**config.mk**
```make
export PLATFORM = sky130hd
export DESIGN_NAME = imem_loader
export DESIGN_NICKNAME = d
export VERILOG_FILES = /design/src/rtl/kgp_pkg.sv /design/src/rtl/word_assembler.sv /design/src/rtl/imem_loader.sv
export SDC_FILE = /design/constraint.sdc
export NUM_CORES = 1
export LEC_CHECK = 0
export BUFFER_PORTS_ARGS = -buffer_cell sky130_fd_sc_hd__buf_4
export CORE_ASPECT_RATIO = 1.1
export CORE_MARGIN = 2
export CORE_UTILIZATION = 40
export CTS_BUF_LIST = sky130_fd_sc_hd__clkbuf_8
export CTS_CLUSTER_SIZE = 30
export DETAILED_ROUTE_END_ITERATION = 10
export GPL_TIMING_DRIVEN = 1
export SLEW_MARGIN = 20
export SYNTH_ARGS = -nofsm -noshare
export SYNTH_HDL_FRONTEND = slang
export SYNTH_SLANG_ARGS = --single-unit
```
**constraint.sdc**
```tcl
create_clock -name clk -period 3.27 [get_ports clk]
set_input_delay 0.4905 -clock clk [delete_from_list [all_inputs] [get_ports clk]]
set_output_delay 0.4905 -clock clk [all_outputs]
set_load 0.01 [all_outputs]
```
**src/rtl/kgp_pkg.sv**
```systemverilog
// Shared types and constants for the KGP-RISC program loader.
package kgp_pkg;

  localparam int IMEM_ADDR_W = 6;

  typedef enum logic [2:0] {
    S_IDLE,
    S_LEN_HI,
    S_LEN_LO,
    S_DATA,
    S_CHECK,
    S_DONE,
    S_ERR
  } state_t;

  localparam logic [1:0] EC_NONE = 2'b00;
  localparam logic [1:0] EC_LEN  = 2'b01;
  localparam logic [1:0] EC_CSUM = 2'b10;

  // States in which the loader takes host bytes.
  function automatic logic is_load_state(state_t s);
    return (s == S_LEN_HI) || (s == S_LEN_LO) || (s == S_DATA) || (s == S_CHECK);
  endfunction

endpackage

```
**src/rtl/word_assembler.sv**
```systemverilog
// Packs four accepted bytes, MSB first, into a 32-bit word.
module word_assembler (
  input  logic        clk,
  input  logic        rst_n,
  input  logic        i_clr,
  input  logic        i_acc,
  input  logic [7:0]  i_byte,
  output logic        o_word_valid,
  output logic [31:0] o_word
);

  logic [1:0]  r_cnt;
  logic [23:0] r_sh;

  // The 4th byte completes the word combinationally so the top can register it.
  assign o_word_valid = i_acc && (r_cnt == 2'd3);
  assign o_word       = {r_sh, i_byte};

  always_ff @(posedge clk or negedge rst_n) begin
    if (!rst_n) begin
      r_cnt <= '0;
      r_sh  <= '0;
    end else if (i_clr) begin
      r_cnt <= '0;
      r_sh  <= '0;
    end else if (i_acc) begin
      r_cnt <= r_cnt + 2'd1;
      r_sh  <= {r_sh[15:0], i_byte};
    end
  end

endmodule

```
**src/rtl/imem_loader.sv**
```systemverilog
// Framed byte-stream loader for instruction memory; holds the core in reset
// until a full, checksum-verified image has been written.
module imem_loader
  import kgp_pkg::*;
#(
  parameter int ADDR_W = IMEM_ADDR_W
) (
  input  logic              clk,
  input  logic              reset,
  input  logic              start,
  input  logic              in_valid,
  input  logic [7:0]        in_data,
  output logic              in_ready,
  output logic              imem_we,
  output logic [ADDR_W-1:0] imem_addr,
  output logic [31:0]       imem_wdata,
  output logic              cpu_hold,
  output logic              done,
  output logic              err,
  output logic [1:0]        err_code
);

  localparam int unsigned DEPTH = 1 << ADDR_W;

  state_t            r_state, w_next;
  logic              r_in_ready, r_we, r_cpu_hold, r_done, r_err;
  logic [ADDR_W-1:0] r_addr;
  logic [31:0]       r_wdata;
  logic [1:0]        r_err_code, w_ec_next;
  logic [7:0]        r_len_hi, r_csum;
  logic [15:0]       r_nwords;
  logic [ADDR_W:0]   r_widx;
  logic              w_acc, w_arm, w_data_acc, w_word_valid, w_last;
  logic [31:0]       w_word;
  logic [15:0]       w_len;

  assign w_acc      = in_valid && r_in_ready;
  assign w_data_acc = w_acc && (r_state == S_DATA);
  assign w_len      = {r_len_hi, in_data};
  assign w_last     = (32'(r_widx) + 32'd1) == 32'(r_nwords);

  word_assembler u_asm (
    .clk         (clk),
    .rst_n       (reset),
    .i_clr       (w_arm),
    .i_acc       (w_data_acc),
    .i_byte      (in_data),
    .o_word_valid(w_word_valid),
    .o_word      (w_word)
  );

  always_comb begin
    w_next    = r_state;
    w_arm     = 1'b0;
    w_ec_next = r_err_code;
    case (r_state)
      S_IDLE, S_DONE, S_ERR: begin
        if (start) begin
          w_next    = S_LEN_HI;
          w_arm     = 1'b1;
          w_ec_next = EC_NONE;
        end
      end
      S_LEN_HI: if (w_acc) w_next = S_LEN_LO;
      S_LEN_LO: begin
        // Length is bounded here so the word index can never wrap.
        if (w_acc) begin
          if (32'(w_len) > DEPTH) begin
            w_next    = S_ERR;
            w_ec_next = EC_LEN;
          end else if (w_len == 16'd0) begin
            w_next = S_CHECK;
          end else begin
            w_next = S_DATA;
          end
        end
      end
      S_DATA: if (w_word_valid && w_last) w_next = S_CHECK;
      S_CHECK: begin
        if (w_acc) begin
          if (in_data == r_csum) begin
            w_next = S_DONE;
          end else begin
            w_next    = S_ERR;
            w_ec_next = EC_CSUM;
          end
        end
      end
      default: w_next = S_IDLE;
    endcase
  end

  always_ff @(posedge clk or negedge reset) begin
    if (!reset) begin
      r_state    <= S_IDLE;
      r_in_ready <= 1'b0;
      r_we       <= 1'b0;
      r_addr     <= '0;
      r_wdata    <= '0;
      r_cpu_hold <= 1'b1;
      r_done     <= 1'b0;
      r_err      <= 1'b0;
      r_err_code <= EC_NONE;
      r_len_hi   <= '0;
      r_nwords   <= '0;
      r_csum     <= '0;
      r_widx     <= '0;
    end else begin
      r_state    <= w_next;
      r_in_ready <= is_load_state(w_next);
      r_cpu_hold <= (w_next != S_DONE);
      r_done     <= (w_next == S_DONE);
      r_err      <= (w_next == S_ERR);
      r_err_code <= w_ec_next;
      r_we       <= w_word_valid;
      if (w_word_valid) begin
        r_addr  <= r_widx[ADDR_W-1:0];
        r_wdata <= w_word;
      end
      if (w_acc && r_state == S_LEN_HI) r_len_hi <= in_data;
      if (w_acc && r_state == S_LEN_LO) r_nwords <= w_len;
      if (w_arm) begin
        r_csum <= '0;
        r_widx <= '0;
      end else begin
        if (w_data_acc)   r_csum <= r_csum + in_data;
        if (w_word_valid) r_widx <= r_widx + 1'b1;
      end
    end
  end

  assign in_ready   = r_in_ready;
  assign imem_we    = r_we;
  assign imem_addr  = r_addr;
  assign imem_wdata = r_wdata;
  assign cpu_hold   = r_cpu_hold;
  assign done       = r_done;
  assign err        = r_err;
  assign err_code   = r_err_code;

endmodule
```
### Word level (Yosys, flattened, before mapping)

Index checks and enable logic that the tools add are counted.

| storage, ports and cells | value |
|---|---|
| flip-flop bits (word level) | 113 |
| bits of input ports | 12 |
| output and inout port bits | 45 |
| logic and storage cells | 82 |

| operators by class | value |
|---|---|
| add/subtract/negate cells | 4 |
| magnitude comparators | 1 |
| equality and inequality tests | 21 |
| mux-type cells | 25 |
| reductions and logical operators | 16 |

Operator list:

| operator | count |
|---|---|
| 2-to-1 mux 24 bit | 2 |
| 2-to-1 mux 3 bit | 7 |
| equality test 3 bit (second input constant) | 6 |
| equality test 8 x 16 -> 1 bit | 1 |
| greater-than comparator 16 x 7 -> 1 bit (second input constant) | 1 |
| logical NOT 16 bit | 1 |
| 2-to-1 mux 2 bit | 8 |
| 2-to-1 mux 8 bit | 2 |
| one-hot mux 3 bit (5 select lines) | 1 |
| 2-to-1 mux 7 bit | 2 |
| equality test 3 x 2 -> 1 bit (second input constant) | 4 |
| inequality test 2 bit (second input constant) | 5 |
| adder 7 x 1 -> 8 bit (second input constant) | 1 |
| adder 8 bit | 1 |
| equality test 8 bit | 1 |
| adder 7 x 1 -> 7 bit (second input constant) | 1 |
| equality test 3 x 1 -> 1 bit (second input constant) | 2 |
| logical AND 1 bit | 6 |
| one-hot mux 2 bit (3 select lines) | 1 |
| AND reduction 6 bit | 1 |
| nonzero test 2 bit | 2 |
| logical NOT 3 bit | 1 |
| logical OR 1 bit | 3 |
| inequality test 3 bit (second input constant) | 1 |
| other kinds (5) | 6 |

### Longest topological paths before layout

Gate-level depths: netlist of the first run.

| logic depth | value |
|---|---|
| depth after elaboration | 10 |
| gate-level depth with buffers | 9 |
| mapped depth without buffers | 9 |

### By module

Synthesis of the first run repeated with hierarchy kept, for this count alone.

| second synthesis, totals | value |
|---|---|
| cell total of the unflattened synthesis | 429 |
| area, all modules | 5238.8 um2 |

By module, submodules not included:

| module | instances | cells an instance | area an instance (um2) | seq. area each (um2) |
|---|---|---|---|---|
| imem_loader | 1 | 335 | 4085.2 | 2178.3 |
| word_assembler | 1 | 94 | 1153.6 | 650.6 |

### Worst setup path after synthesis of the first run

OpenSTA, ideal clock, no wires.

| timing path | value |
|---|---|
| kind | in2reg |
| start point | in in_data[1] |
| end point | reg r_in_ready, in the netlist in_ready |
| setup time | 128 ps |
| arrival time | 2122 ps |
| data required time | 3142 ps |
| slack | 1020 ps |
| stages on the path | 6 |
| path buffers | 0 |
| path through | or4_4 or3_1 nor4_1 o311ai_1 nor2b_1 mux2_1 |

| between the ends | value |
|---|---|
| cells in the longest elaborated chain, start to end | 9 |
| elaborated cells on any way between the ends | 16 |
| those cells by class | order compare (1); eq/ne (5); mux (6); reduce/logical (4) |

Ends and longest elaborated chain:

| element | RTL line | RTL |
|---|---|---|
| start: declaration | imem_loader.sv:12 | `input logic [7:0] in_data,` |
| branches (longest 4 deep; another with greater-than comparator 16 x 7 -> 1 bit) | -- |  |
| one-hot mux 3 bit (5 select lines) * | imem_loader.sv:56 | `case (r_state)` |
| equality test 3 x 1 -> 1 bit / equality test 3 x 2 -> 1 bit (equally long branches) | kgp_pkg.sv:22 | `return (s == S_LEN_HI) \|\| (s == S_LEN_LO) \|\| (s == S_DATA) \|\| (s == S_CHECK);` |
| logical OR 1 bit (2 in a row) | kgp_pkg.sv:22 |  |
| logical OR 1 bit * | kgp_pkg.sv:22 |  |
| end signal: assignment | imem_loader.sv:110 | `r_in_ready <= is_load_state(w_next);` |
| end: declaration | imem_loader.sv:26 | `logic r_in_ready, r_we, r_cpu_hold, r_done, r_err;` |

Mark *: on every way between the ends.
A chain may end at the register's enable or synchronous reset.

### Final worst setup path of the first run

| timing path | value |
|---|---|
| start point | reg r_csum[1] |
| end point | reg r_csum[7] |

| between the ends | value |
|---|---|
| cells in the longest elaborated chain, start to end | 3 |

Ends and longest elaborated chain:

| element | RTL line | RTL |
|---|---|---|
| start: declaration | imem_loader.sv:30 | `logic [7:0] r_len_hi, r_csum;` |
| start signal: assignment | imem_loader.sv:126 | `if (w_data_acc) r_csum <= r_csum + in_data;` |
| adder 8 bit | imem_loader.sv:126 |  |
| 2-to-1 mux 8 bit | imem_loader.sv:126 |  |
| 2-to-1 mux 8 bit | imem_loader.sv:122 | `if (w_arm) begin` |

No other way between the ends. The select of a mux whose other input is x is not followed.

==> results.md, run 1 <==
- Rows: 43
- Initial antenna violation count: 0
- Least-Margin Pin Slew: 0.885 ns
- Port Buffers: 56
- Mapped Area: 5160 µm²
- Drt drc: 0
- FFs w/ async S/R, synth: 100%
- Post-layout util: 48.4%
- Final setup violation count: 0
- 1st-pass router iterations: 5
- Vias per std cell: 5.22
- Via count: 3,597
- CTS tree: built
- HPWL Detailed: 7190 µm
- RD Place Congestion: 0.877
- Reg area: 2830 µm²
- Largest family of logic cells by synthesized area: multiplexers
- Area of the multi-input gates: 2170 µm²
- Post-synthesis register bit count: 113
- Die X: 112 µm
- Synth Area in XOR/XNOR: 3.06%
- Number of routed nets with antenna violations: 0
- Yosys cell types: 58
- GR Util All Layers: 17.0%
- Relative slew margins: 41.0%
- Ys flop type: dfrtp_1
- Clock Tree Buf Depth: 2
- Hold Crit Class: primary input to asynchronous set/reset pin
- Area Growth Syn to Fin: 18.2%
- Placed cell areas: 5740 µm²
- Syn Inst Count: 461
- Nets@finish: 541
- Worst Path Arrival: 2.73 ns
- Hold Buf Count CTS: 0
- Clk sinks: 113
- Total Routed Length: 10,700 µm
- Max-cap violations: 0
- Worst clock skew: 0.00819 ns
- Cts repair resizes: 0
- Req. time, crit path: 3.59 ns
- Die area: 13,800 µm²
- Die Height: 123 µm
- Grt ovf: 0
- Number of global-route vias before repair: 3,558
- CORE AREA: 12,600 µm²
- Top Ports: 57
- Simple-gate share of the synthesized area: 13.6%
- RSZ-0062 raised after global routing: false
- Result of the run: finished clean
- Max Fclk: 415 MHz
- Worst hold margin: 0.171 ns
- Synthesis Warnings: 0
- Setup TNS: 0 ns
- Final hold vios: 0
- Clk slew on worst S/H paths: 0.07 ns
- CP Class: flop to flop
- Final WS setup: 0.860 ns
- Largest net degree at the start of global routing: 72
- Critical-path maximum fanout: 3
- Fillcell total: 1,177
- Final Max Tran Viols: 0
- Complex-gate fraction of the synthesized area: 8.76%
- Layout cells sized above 1: 20.9%
- Place WS: 0.691 ns
- Root buf cell: clkbuf_8
- Leak pwr: 2.90 nW
- Final period util: 73.7%
- Initial drt markers: 242
- Post-synthesis sequential area ratio: 54.9%
- Initial Util: 41.0%
- First-pass GRT wire length: 18,300 µm
- Post-Synth Adder-Cell Area: 2.57%
- Postcts setup bufs: 0
- Worst Reg-to-Reg Cells: 7
- CTS HTree Levels: 4
- Worst setup EP type: flop
- Clk Latency, worst-skew pair: 0.43 ns
- WL/cell: 15.6 µm
- Multiplexer share of the synthesized area: 14.1%
- Number of synthesized flops with an enable pin: 0
- CTS Buf Count: 17
- Peak VDD IR: 0.470 mV
- Finished Cell Area: 6100 µm²
- Fin cells: 689
- Dpl cells: 657
- Crit path time final: 2.41 ns
- Total power density per cell area: 800 nW/µm²
- Critical path startpoint category: flop
- Post-Syn Area per Cell: 11.2 µm²
- Mapped Nets: 483
- Final Power: 4.88 mW
- ANT cells: 0
==> report_power, final <==
part / switching (mW) / internal [mW] / leakage, nW
Sequential: 0.345 / 1.86 / 1.50
Clock: 0.588 / 0.591 / 0.184
Combinational: 0.756 / 0.742 / 1.22
==> worst max-delay path, stage by stage (launching register included) <==
cell	delay, ns
dfrtp_1	0.41
ha_1	0.31
a21oi_1	0.19
o211ai_1	0.12
a2111oi_0	0.73
nor2_1	0.13
xor2_1	0.18
o31ai_1	0.23
==> flip-flops by register name (all words and copies together), names as in the netlist, 2 cells and up <==
register,cells
imem_wdata,32
u_asm.r_sh,24
r_nwords,16
r_csum,8
r_len_hi,8
r_widx,7
imem_addr,6
r_state,3
err_code,2
u_asm.r_cnt,2
==> Yosys cell counts, types with 4 or more instances <==
cell type / number / area [µm²]
a21oi_1: 8 / 40.0
and2_1: 4 / 25.0
buf_1: 4 / 15.0
buf_2: 6 / 30.0
clkbuf_1: 16 / 60.1
dfrtp_1: 112 / 2800
ha_1: 9 / 113
inv_1: 13 / 48.8
mux2_1: 57 / 642
mux2_2: 6 / 67.6
nand2_1: 65 / 244
nand2b_1: 4 / 25.0
nand3_1: 7 / 35.0
nand4_1: 4 / 25.0
nor2_1: 23 / 86.3
nor2b_1: 4 / 25.0
nor3_1: 4 / 20.0
nor4_1: 6 / 37.5
o21ai_0: 21 / 105
o21ai_1: 17 / 85.1
o22ai_1: 7 / 43.8
or3_1: 4 / 25.0
xnor2_1: 7 / 61.3
xor2_1: 11 / 96.3
==> final cells by class <==
type | instances | share of cell area, %
sequential | 113 | 46.4
multi-input combinational | 308 | 35.6
timing repair buffer | 65 | 8.00
clock buffer | 17 | 3.84
tap | 157 | 3.22
clock inverter | 15 | 2.03
inverter | 14 | 0.862
==> metal layers <==
metal	vias up	part of all wire (%)	GRT usage (%)
met5	-	0	0
met4	0	1.6	6.55
met3	16	4.0	4.26
met2	67	46	26.3
met1	1781	49	23.2
li1	1733	-	-
==> cell families (layout without fill, tap and decap cells) <==
kind of cell,Yosys count,in the layout
AOI/OAI and AO/OA,74,74
xor gates and xnor gates,18,18
adders and majority gates,10,10
buffers and inverters,40,111
DFF,113,113
muxes,65,65
and+or+nand+nor,141,141
==> cells in the final DEF, fill, tap and decap left out, types with 2 or more instances in the layout <==
cell type and n:
nor4b_1 2, nand2_1 65, clkinv_4 5, nand3_1 7, clkbuf_8 17, o21ai_0 21
o21a_1 3, and2_1 4, xnor2_1 7, mux2i_1 2, nand4_1 4, buf_4 65
nor4_1 6, nand3b_1 2, clkinv_2 4, a21oi_1 8, nor2b_1 4, nor3_1 4
and3b_1 2, inv_1 15, nand2b_1 4, mux2_2 6, a31oi_1 2, o21ai_1 17
ha_1 9, clkinvlp_4 3, xor2_1 11, o22ai_1 7, dfrtp_1 112, or3_1 4
nor2_1 23, or2_1 2, mux2_1 57
==> final timing paths <==
| path | from | end | slack (ns) |
|---|---|---|---|
| setup / recovery | r_csum[1] | r_csum[7] | 0.86 |
| hold / removal | reset | imem_wdata[19] | 0.17 |
| setup reg to reg | r_csum[1] | r_csum[7] | 0.86 |
| hold reg to reg | imem_wdata[30] | imem_wdata[30] | 0.49 |
| max in group asynchronous | reset | r_len_hi[0] | 2.31 |
| min in group clk | in_data[1] | imem_wdata[1] | 0.33 |
(Power assumes the default switching activity.)
==> run 2: changes to the inputs <==
==> constraint.sdc (replaced) <==
create_clock -name clk -period 2.1 [get_ports clk]
set_input_delay 0.315 -clock clk [delete_from_list [all_inputs] [get_ports clk]]
set_output_delay 0.315 -clock clk [all_outputs]
set_load 0.01 [all_outputs]
==> run 2 against run 1 <==
Effect of this change:
- core utilization up 4.3 points
- clock-buffer cell count up 2
- highest routed layer unchanged
- wire length up 5.5%
- first-iteration DRC count down 26%
- global-route usage up 0.30 points
- hold slack worse by 0.0096 ns
- clock skew up 0.0015 ns
==> results.md, run 2 (synthesis gave the netlist of run 1 again) <==
- Result of the run: finished clean
- Req. time, crit path: 2.42 ns
- Worst setup EP type: flop
- RSZ-0062 raised after global routing: true
- Dpl cells: 687
- Most frequent cells in the layout: dfrtp_1, buf_4, nand2_1
- Critical Path Source: r_csum[1]
- Comb pwr share: 33.1%
- Root buf cell: clkbuf_8
- Worst hold margin: 0.162 ns
- Least-Margin Pin Slew: 0.444 ns
- Peak VDD IR: 0.554 mV
- Critical-path maximum fanout: 2
- Clk sinks: 113
- Drt drc: 0
- WL/cell: 15.6 µm
- Final hold vios: 0
- Clk pwr share: 26.2%
- 1st-pass router iterations: 5
- Clk Latency, worst-skew pair: 0.43 ns
- Die Height: 123 µm
- Die X: 112 µm
- Internal cell power: 5.65 mW
- CTS Buf Count: 17
- Port Buffers: 56
- Rows: 43
- Max Fclk: 497 MHz
- HPWL Detailed: 7710 µm
- Max-cap violations: 0
- CTS HTree Levels: 4
- CORE AREA: 12,600 µm²
- ANT cells: 0
- RD Place Congestion: 0.865
- Worst Path Arrival: 2.33 ns
- Leak pwr: 3.15 nW
- Crit path time final: 2.01 ns
- Worst clock skew: 0.00967 ns
- Layout cells sized above 1: 28.9%
- Grt ovf: 0
- Fin cells: 727
- Number of flip-flops in the largest register: 32
- Final Max Tran Viols: 0
- Post-layout util: 52.7%
- Number of routed nets with antenna violations: 0
- Final Power: 8.38 mW
- Initial Util: 41.0%
- Clk slew on worst S/H paths: 0.07 ns
- Critical path startpoint category: flop
- Hold Crit Class: primary input to flop
- Clock Tree Buf Depth: 2
- Die area: 13,800 µm²
- Flop pwr share: 40.7%
- CP Class: flop to flop
- Total power density per cell area: 1260 nW/µm²
- Relative slew margins: 70.4%
- CTS tree: built
- Final period util: 95.8%
- Worst hold start: in_data[2]
- Largest net degree at the start of global routing: 56
- Final setup violation count: 0
- Total Routed Length: 11,300 µm
- R2r startpoint: r_csum[1]
- Via count: 3,794
- Sw frac: 32.6%
- Top Ports: 57
- First-pass GRT wire length: 18,400 µm
- Initial antenna violation count: 0
- GR Util All Layers: 17.3%
- Vias per std cell: 5.22
- Most common cell after layout, fill and taps aside: dfrtp_1
- Nets@finish: 580
- Number of global-route vias before repair: 3,665
- Sw power: 2.73 mW
- Area Growth Syn to Fin: 28.7%
- Setup TNS: 0 ns
- Initial drt markers: 178
==> run 2: cell types whose count changed in the layout (fill, tap and decap cells not counted), moves of 2 or more <==
cell	before	now
buf_12	0	2
buf_4	65	99
buf_6	0	2
bufinv_16	1	4
clkbuf_8	17	19
clkinv_4	5	1
ha_1	9	5
ha_4	0	4
nor4_1	6	2
nor4_2	1	3
nor4_4	0	2
==> run 2: layout make-up <==
type                       count  area, µm²
fill                        1142       5950
sequential                   113       2830
multi-input combinational    308       2320
timing repair buffer         104        816
clock buffer                  19        262
tap                          157        196
clock inverter                12        166
inverter                      14       52.6
==> run 2: metal layers <==
layer	share of wire [%]	wire (µm)	track usage [%]
met5	0	0	0
met1	47	5320	22.8
met4	2.1	240	6.94
met3	3.8	428	4.51
met2	47	5350	27.4
==> run 2: final timing paths <==
kind                                   to  slack, ns  cells after the start
min reg2reg                  imem_addr[2]       0.48                      1
max in group asynchronous        cpu_hold       1.02                      3
max reg2reg                     r_csum[6]       0.09                      9
min                         imem_wdata[2]       0.16                      2
max                             r_csum[6]       0.09                      9
min in group asynchronous  imem_wdata[27]       0.37                      2
==> run 2: power groups by stage <==
stage	logic, mW	clock network [mW]	registers [mW]
after CTS	2.60	2.24	3.40
after detailed placement	2.57	0	3.42
after global routing	3.05	2.35	3.51
after global placement	2.52	0	3.40
after floorplan	1.50	0	3.38
final	2.77	2.19	3.41
==> run 2: what timing repair did <==
item,4_1_cts,5_1_grt
resized for setup,3,20
pin swaps,2,13
endpoints found under the setup margin,2,6
buffers inserted,0,8
hold endpoints to repair,32,0
hold buffers,1,0
==> run 2: metrics by stage <==
step	area, µm²	worst slack [ns]
floorplan	5160	0.0255
global placement	5990	-0.200
detailed placement	5990	-0.210
CTS	6440	0.0155
global route	6640	-0.0218
finish	6640	0.0890
==> run 2: critical path, cell delays in order (launching register included) <==
cell and delay [ns]:
dfrtp_1 0.42, buf_4 0.15, inv_1 0.06, fa_1 0.19
nor2b_1 0.05, o21ai_1 0.22, a21boi_2 0.10, o21a_1 0.18
or3_1 0.30, a31o_1 0.21
